--- config.mk ---
export PLATFORM = sky130hd
export DESIGN_NAME = multicycle_control
export DESIGN_NICKNAME = d
export VERILOG_FILES = /design/src/rtl/multicycle_control.sv
export SDC_FILE = /design/constraint.sdc
export NUM_CORES = 1
export LEC_CHECK = 0
export BUFFER_PORTS_ARGS = -buffer_cell sky130_fd_sc_hd__buf_2
export CAP_MARGIN = 20
export CORE_MARGIN = 10
export CORE_UTILIZATION = 53
export CTS_CLUSTER_DIAMETER = 50
export CTS_CLUSTER_SIZE = 12
export DETAILED_ROUTE_END_ITERATION = 8
export PLACE_DENSITY = 0.76
export SYNTH_ARGS = -nofsm -noshare
export SYNTH_HDL_FRONTEND = slang
export SYNTH_SLANG_ARGS = --single-unit
--- constraint.sdc ---
create_clock -name clk -period 2.69 [get_ports clk]
set_clock_uncertainty 0.2 [all_clocks]
set_input_delay 0.269 -clock clk [delete_from_list [all_inputs] [get_ports clk]]
set_output_delay 0.269 -clock clk [all_outputs]
set_load 0.05 [all_outputs]
--- src/rtl/multicycle_control.sv ---
// rtl/multicycle_control.sv - multicycle RV32 control FSM: fetch/decode/exec/mem/wb sequencing
// Outputs are forced to zero while rst is high so reset takes effect without a clock edge.
module multicycle_control (
  input  logic        clk,
  input  logic        rst,
  input  logic [6:0]  opcode,
  input  logic        branch_cond,
  input  logic        mem_ready,
  output logic [2:0]  alu_op,
  output logic        mem_req,
  output logic        mem_we,
  output logic        mem_fetch,
  output logic        ir_write,
  output logic        reg_write,
  output logic        pc_write,
  output logic [1:0]  pc_src,
  output logic [1:0]  wb_sel,
  output logic        illegal,
  output logic        instr_done,
  output logic [31:0] instret
);

  typedef enum logic [2:0] {
    S_FETCH  = 3'd0,
    S_DECODE = 3'd1,
    S_EXEC   = 3'd2,
    S_MEM    = 3'd3,
    S_WB     = 3'd4
  } state_t;

  localparam logic [2:0] C_R    = 3'b000;
  localparam logic [2:0] C_I    = 3'b001;
  localparam logic [2:0] C_B    = 3'b010;
  localparam logic [2:0] C_S    = 3'b011;
  localparam logic [2:0] C_U    = 3'b100;
  localparam logic [2:0] C_J    = 3'b101;
  localparam logic [2:0] C_LOAD = 3'b110;

  state_t      state, state_nx;
  logic [2:0]  cls;
  logic        cls_jalr;
  logic [31:0] instret_q;

  logic [2:0]  dec_cls;
  logic        dec_jalr;
  logic        dec_legal;

  always_comb begin
    dec_cls   = C_R;
    dec_jalr  = 1'b0;
    dec_legal = 1'b1;
    case (opcode)
      7'b0110011: dec_cls = C_R;
      7'b0010011: dec_cls = C_I;
      7'b0000011: dec_cls = C_LOAD;
      7'b0100011: dec_cls = C_S;
      7'b1100011: dec_cls = C_B;
      7'b0110111,
      7'b0010111: dec_cls = C_U;
      7'b1101111: dec_cls = C_J;
      7'b1100111: begin
        dec_cls  = C_J;
        dec_jalr = 1'b1;
      end
      default:    dec_legal = 1'b0;
    endcase
  end

  always_ff @(posedge clk or posedge rst) begin
    if (rst) state <= S_FETCH;
    else     state <= state_nx;
  end

  // Class is captured once in DECODE; opcode may change after that without effect.
  always_ff @(posedge clk or posedge rst) begin
    if (rst) begin
      cls      <= C_R;
      cls_jalr <= 1'b0;
    end else if (state == S_DECODE && dec_legal) begin
      cls      <= dec_cls;
      cls_jalr <= dec_jalr;
    end
  end

  always_ff @(posedge clk or posedge rst) begin
    if (rst)             instret_q <= 32'd0;
    else if (instr_done) instret_q <= instret_q + 32'd1;
  end

  assign instret = instret_q;

  always_comb begin
    state_nx   = state;
    alu_op     = 3'b000;
    mem_req    = 1'b0;
    mem_we     = 1'b0;
    mem_fetch  = 1'b0;
    ir_write   = 1'b0;
    reg_write  = 1'b0;
    pc_write   = 1'b0;
    pc_src     = 2'b00;
    wb_sel     = 2'b00;
    illegal    = 1'b0;
    instr_done = 1'b0;
    case (state)
      S_FETCH: begin
        mem_req   = 1'b1;
        mem_fetch = 1'b1;
        if (mem_ready) begin
          ir_write = 1'b1;
          state_nx = S_DECODE;
        end
      end
      S_DECODE: begin
        if (dec_legal) begin
          state_nx = S_EXEC;
        end else begin
          illegal  = 1'b1;
          pc_write = 1'b1;
          state_nx = S_FETCH;
        end
      end
      S_EXEC: begin
        alu_op = cls;
        if (cls == C_B) begin
          pc_write   = 1'b1;
          pc_src     = branch_cond ? 2'b01 : 2'b00;
          instr_done = 1'b1;
          state_nx   = S_FETCH;
        end else if (cls == C_LOAD || cls == C_S) begin
          state_nx = S_MEM;
        end else begin
          state_nx = S_WB;
        end
      end
      S_MEM: begin
        alu_op  = cls;
        mem_req = 1'b1;
        mem_we  = (cls == C_S);
        if (mem_ready) begin
          if (cls == C_S) begin
            pc_write   = 1'b1;
            instr_done = 1'b1;
            state_nx   = S_FETCH;
          end else begin
            state_nx = S_WB;
          end
        end
      end
      S_WB: begin
        alu_op     = cls;
        reg_write  = 1'b1;
        pc_write   = 1'b1;
        instr_done = 1'b1;
        if (cls == C_LOAD) wb_sel = 2'b01;
        else if (cls == C_J) wb_sel = 2'b10;
        if (cls == C_J) pc_src = cls_jalr ? 2'b10 : 2'b01;
        state_nx = S_FETCH;
      end
      default: state_nx = S_FETCH;
    endcase
    if (rst) begin
      alu_op     = 3'b000;
      mem_req    = 1'b0;
      mem_we     = 1'b0;
      mem_fetch  = 1'b0;
      ir_write   = 1'b0;
      reg_write  = 1'b0;
      pc_write   = 1'b0;
      pc_src     = 2'b00;
      wb_sel     = 2'b00;
      illegal    = 1'b0;
      instr_done = 1'b0;
    end
  end

endmodule

==> metrics.md, run 1 <==
| Metric | Value |
|---|---|
| Cell Rows | `23` |
| Outcome | `complete, no violations` |
| Grt met1 use | `18.00%` |
| Post_cts resized | `0` |
| N_diodes | `0` |
| RSZ-0062 raised after global routing | `no` |
| Max Buffers Root-to-Sink | `2` |
| Worst hold path class | `input pin to asynchronous set/reset pin` |
| GR Layer Usage met3 | `6.280%` |
| Mapped Area | `2223 um2` |
| Post-route minimum period | `2470 ps` |
| Routed Antenna Nets | `0` |
| Synth Flop Type | `dfrtp_1` |
| Mapped Cells | `232` |
| FF-to-FF End | `instret[13]` |
| CTS buffer count | `5` |
| DP Worst Slack | `537.0 ps` |
| Met2 usage | `24.09%` |
| All-layer global routing usage | `15.28%` |
| Drt wl/cell | `15.31 um` |
| CP Launch Type | `flop` |
| Clk sinks | `39` |
| Worst-Skew Late Latency | `300 ps` |
| Quantity of I/O buffers inserted on ports | `57` |
| Net Sw Frac | `28.89%` |
| Reg-to-Reg Start | `state[0]` |
| Clk root buf | `clkbuf_8` |
| Max Cap Viol | `0` |
| Final-report hold violation count | `0` |
| Top post-synthesis cells by count | `dfrtp_1 (39), xnor2_1 (23), nand2_1 (22), nand3_1 (22), nor2_1 (18)` |
| Clk slew on worst S/H paths | `80 ps` |
| Die ar. | `7186 um2` |
| R2R Setup Slk | `500 ps` |
| Initial core utilization | `55.19%` |
| Worst-Margin Slew | `485.8 ps` |
| Fin cells | `342` |
| Gr ovfl total | `0` |
| Slew Limit Headroom | `67.37%` |
| Syn_nets | `244` |
| Unique masters post-synth | `49` |
| Setup crit end kind | `output port` |
| Initial antenna violation count | `0` |
| Number of global-route vias before repair | `1,910` |
| Setup Buffers After CTS | `0` |
| Crit path required time | `2220 ps` |
| Synthesized flop and latch total | `39` |
| Synth Area per Inst | `9.584 um2` |
| DPL Wire Length | `3.986 mm` |
| Die Y | `84.77 um` |
| CTS tree | `built` |
| First-pass GRT wire length | `9.101 mm` |
| Hold_buf cts | `0` |
| Worst Path Arrival | `2000 ps` |
| Drt total wl | `5.235 mm` |
| Comb power frac | `15.0%` |
| Ratio of cells with drive above 1 in the final layout | `27.40%` |
| H-tree levels | `2` |
| Busiest grt layer | `met2` |
| Register area share after synthesis | `43.89%` |
| Die Wd | `84.77 um` |
| Detailed Route Iter0 Violations | `181` |
| Final period utilization | `91.83%` |
| Number of top-level pins | `58` |
| CORE AREA | `4029 um2` |
| Pwr Density | `506.0 nW/um2` |
| Number of enable flip-flop cells after synthesis | `0` |
| Most frequent cell after synthesis | `dfrtp_1` |
| Top cells by area, synth | `dfrtp_1 (44%), xnor2_1 (9.1%), nand3_1 (5.0%)` |
| Largest net degree at the start of global routing | `40` |
| Sw power | `0.0003916 W` |
| Total number of vias | `1,914` |
| Clk network pwr share | `37.5%` |
| Worst R2R Path Depth | `7` |
| F_max | `404.8 MHz` |
| Worst VDD drop | `394.5 uV` |
| Layout area overhead | `20.48%` |
| Placed insts | `334` |
| Synth top area share | `43.89%` |
| Register share of total power | `47.5%` |
| Asr flop ratio synth | `100.0%` |
| Gpl congestion | `0.8224` |
| Critical path class | `flop to output port` |
| P_leak | `1.256 nW` |
| Final Max Slew Viols | `0` |
| Length of the first detailed-routing pass in iterations | `4` |
| Final setup vio count | `0` |
| Synth area leader | `dfrtp_1` |
| DRC | `0` |
| Yosys warnings | `0` |
| Post-route setup slack | `219.7 ps` |
| Crit path max fanout | `14` |
| Vias/cell | `5.596` |
| Final nets | `303` |
| Power Internal | `0.0009637 W` |
-- cell usage in the layout (no fill, tap or decap), types with 5 or more instances in the layout --
master and instances:
buf_2 57, dfrtp_1 39, xnor2_1 23, nand2_1 22, nand3_1 22, nor2_1 18
xor2_1 11, nand4_1 8, nor3_1 8, and3_1 6, and2_1 6, nor4_1 6
clkbuf_8 6, inv_1 5, nor2b_1 5, buf_4 5
-- power by group through the flow --
stage / clock (W) / combinational [W] / sequential [W]
after floorplan: 0 / 0.0000981 / 0.000705
after global placement: 0 / 0.000204 / 0.000654
after detailed placement: 0 / 0.000205 / 0.000655
after CTS: 0.000520 / 0.000206 / 0.000643
after global routing: 0.000549 / 0.000224 / 0.000650
final: 0.000509 / 0.000203 / 0.000644
-- through the flow --
stage / hold WS (ps) / total power, W / utilization, % / area (um2) / TNS (ps)
finish: 9.814 / 0.001355 / 66.49 / 2679 / 0
global route: 79.11 / 0.001423 / 66.49 / 2679 / 0
CTS: 30.75 / 0.001369 / 66.49 / 2679 / 0
detailed placement: 256.1 / 0.0008598 / 63.57 / 2561 / 0
global placement: 251.4 / 0.0008580 / 63.57 / 2561 / 0
floorplan: 166.5 / 0.0008028 / - / 2236 / -218.7
-- logic make-up after synthesis --
| kind of cell | count (synthesis) | synth area share (%) |
|---|---|---|
| xor+xnor | 34 | 13.39 |
| simple gates | 123 | 31.29 |
| buf+inv | 15 | 3.545 |
| fa+ha+maj | 1 | 0.5627 |
| mux | 1 | 0.4502 |
| flops | 39 | 43.89 |
| compound gates | 19 | 6.866 |
-- routing by layer --
layer,vias up,wire [um]
met4,0,83
met2,56,2516
met1,907,2225
met3,8,409
met5,-,0
li1,943,-
-- registers in the layout, indices dropped and copies added (netlist names) --
signal,cells
instret,32
cls,3
state,3
cls_jalr,1
-- worst max-delay path by stage --
stage / start / end / slack [ps]
after floorplan: state[2] / pc_src[0] / -220
after global placement: state[0] / instret[13] / 540
after detailed placement: state[0] / instret[13] / 540
after CTS: state[0] / instr_done / 210
after global routing: state[0] / pc_src[0] / 40
final: state[0] / instr_done / 220
-- layout make-up --
class / count / area, um2
fillers: 355 / 1350
multi-input cells: 178 / 1181
flip-flops and latches: 39 / 975.9
repair buffers: 62 / 322.8
clock buffers: 6 / 82.58
well taps: 50 / 62.56
clock inverters: 2 / 35.03
inverters: 5 / 18.77
-- critical path, stage by stage, from the launching register on --
cell     delay [ps]
dfrtp_1         540
nor3b_2         370
a21oi_2         100
a21o_1          210
inv_1           180
buf_2           310
Power figures use the tool's default switching activity.
==> run 2, diff against run 1 <==
CORE_ASPECT_RATIO = 1.25   (was default)
CTS_CLUSTER_SIZE = 10   (was 12)
REMOVE_ABC_BUFFERS = 1   (was default)
==> run 2 against run 1 <==
Effect of this change:
- via count up 1.6%
- routed wire length decreased by 0.11%
- final cell count rose by 1.2%
- maximum frequency fell by 4.5%
- combinational power about the same
- sequential share of layout area grew 0.84 points
- clock-buffer cell count up 1
- first-iteration DRC count shrank 30%
- die area grew 0.22%
- final area shrank 2.0%
- critical path type unchanged
==> metrics.md, run 2 (same netlist as run 1, synthesis figures left out) <==
| Metric | Value |
|---|---|
| Outcome | `complete, no violations` |
| Number of global-route vias before repair | `1,894 (-0.84%)` |
| Length of the first detailed-routing pass in iterations | `4 (unchanged)` |
| Worst Path Arrival | `2120 ps (+120 ps)` |
| Max Buffers Root-to-Sink | `2 (unchanged)` |
| Core Util, Final | `64.55% (-1.9 points)` |
| Final-report hold violation count | `0 (unchanged)` |
| Initial core utilization | `54.68% (-0.51 points)` |
| DPL Wire Length | `4.063 mm (+2.0%)` |
| Tot Pwr | `0.001221 W (-9.9%)` |
| Final period utilization | `96.15% (+4.3 points)` |
| N_diodes | `0 (unchanged)` |
| Setup crit end kind | `output port` |
| Worst R2R Path Depth | `7 (unchanged)` |
| Worst VDD drop | `514.4 uV (+30%)` |
| Gpl congestion | `0.9040 (+9.9%)` |
| Drt total wl | `5.229 mm (-0.11%)` |
| F_max | `386.6 MHz (-4.5%)` |
| Drt wl/cell | `15.11 um (-1.3%)` |
| Final instance area | `2625 um2 (-2.0%)` |
| R2R Setup Slk | `370 ps (-130 ps)` |
| Crit path required time | `2220 ps (about the same)` |
| Detailed Route Iter0 Violations | `126 (-30%)` |
| Commonest non-fill, non-tap cells in the layout | `buf_2 (57), dfrtp_1 (37), xnor2_1 (23), nand2_1 (22), nand3_1 (22)` |
| Clk slew on worst S/H paths | `70 ps (about the same)` |
| Final setup vio count | `0 (unchanged)` |
| DRC | `0 (unchanged)` |
| Routed Antenna Nets | `0 (unchanged)` |
| Crit path cell chain | `nor3b_2, a21oi_2, a21o_1, inv_1, buf_2` |
| CTS buffer count | `5 (unchanged)` |
| H-tree levels | `2 (unchanged)` |
| CTS tree | `built` |
| Layout area overhead | `18.06%` |
| Critical path class | `flop to output port` |
| Final nets | `301 (-0.66%)` |
| Initial antenna violation count | `0 (unchanged)` |
| P_leak | `1.220 nW (-2.9%)` |
| Worst-Skew Late Latency | `280 ps (-20 ps)` |
| CP Launch Type | `flop` |
| Die ar. | `7202 um2 (+0.22%)` |
| CP max-delay cell | `dfrtp_1` |
| Clk sinks | `39 (unchanged)` |
| Die Y | `92.42 um (+9.0%)` |
| Largest register FFs | `32 (unchanged)` |
| CORE AREA | `4066 um2 (+0.93%)` |
| FF-to-FF End | `instret[22]` |
| Die Wd | `77.93 um (-8.1%)` |
| Vias/cell | `5.618 (+0.39%)` |
| Cell Rows | `26 (+13%)` |
| Quantity of I/O buffers inserted on ports | `57 (unchanged)` |
| Gr ovfl total | `0 (unchanged)` |
| Number of top-level pins | `58 (unchanged)` |
| Most common cell after layout, fill and taps aside | `buf_2` |
| Pwr Density | `465.2 nW/um2 (-8.1%)` |
| Worst-Margin Slew | `554.3 ps (+68.55 ps)` |
| First-pass GRT wire length | `8.776 mm (-3.6%)` |
| Final Max Slew Viols | `0 (unchanged)` |
| Worst hold path class | `input pin to asynchronous set/reset pin` |
| All-layer global routing usage | `14.52% (-0.76 points)` |
| Reg-to-Reg Start | `state[2]` |
| Post-route minimum period | `2586 ps (+116.1 ps)` |
| Setup tns final | `0 ps (unchanged)` |
| Ratio of cells with drive above 1 in the final layout | `26.21% (-1.2 points)` |
| Critical path's largest stage delay | `530 ps (about the same)` |
| Hold_buf cts | `0 (unchanged)` |
| Crit path max fanout | `12 (-2)` |
| RSZ-0062 raised after global routing | `no` |
| Total number of vias | `1,944 (+1.6%)` |
| Slew Limit Headroom | `62.93% (-4.4 points)` |
| Placed Area | `2541 um2 (-0.78%)` |
| Clk root buf | `clkbuf_8` |
| Max Cap Viol | `0 (unchanged)` |
| Largest net degree at the start of global routing | `40 (unchanged)` |
run 2: cell types whose count changed in the layout (fill, tap and decap cells not counted):
| cell | change |
|---|---|
| buf_4 | -2 |
| bufinv_16 | -1 |
| clkbuf_1 | +2 |
| clkbuf_8 | -1 |
| dfrtp_1 | -2 |
| dfrtp_2 | +2 |
| nor4_1 | +1 |
| nor4_2 | -1 |
| nor4b_1 | +1 |
| nor4b_2 | -1 |
run 2: routing by layer:
metal	track usage, %	vias up	wire (um)
met1	16.05	937	2192
met2	25.07	64	2610
li1	-	939	-
met3	4.739	4	376
met4	5.988	0	48
met5	0	-	0
run 2: power breakdown:
group          internal [W]  switching, W
registers          0.000608     0.0000365
clock network      0.000182      0.000194
logic             0.0000545      0.000146
total              0.000845      0.000376
run 2: stage by stage:
stage	cells	hold WS, ps	setup WS, ps
final	346	6.290	103.6
after floorplan	222	166.5	-487.6
after global placement	338	252.0	354.2
after global routing	346	44.75	17.35
after detailed placement	338	268.8	268.3
after CTS	346	8.126	86.72
run 2: worst max path at each step:
stage / from / to / slack, ps
floorplan: state[0] / ir_write / -490
global placement: state[1] / instret[22] / 350
detailed placement: state[1] / instret[22] / 270
CTS: state[0] / instr_done / 90
global route: state[2] / instr_done / 20
finish: state[2] / instr_done / 100
run 2: final cells by class:
type,instances,area (um2)
tap,56,70.07
inverter,5,18.77
timing repair buffer,60,307.8
clock buffer,7,76.32
fill,359,1441
sequential,39,978.4
clock inverter,1,5.005
multi-input combinational,178,1169
run 2: timing repair:
action                     in CTS  in global routing
resized for setup               1                  1
setup endpoints to repair       1                  2
buffers inserted                0                  0
run 2: worst max-delay path, delay by kind of cell, from the launching register on:
kind,cells,cell delay [ps]
buffers and inverters,2,620
AO/OA/AOI/OAI,2,310
AND/OR/NAND/NOR,1,370
flip-flops,1,530
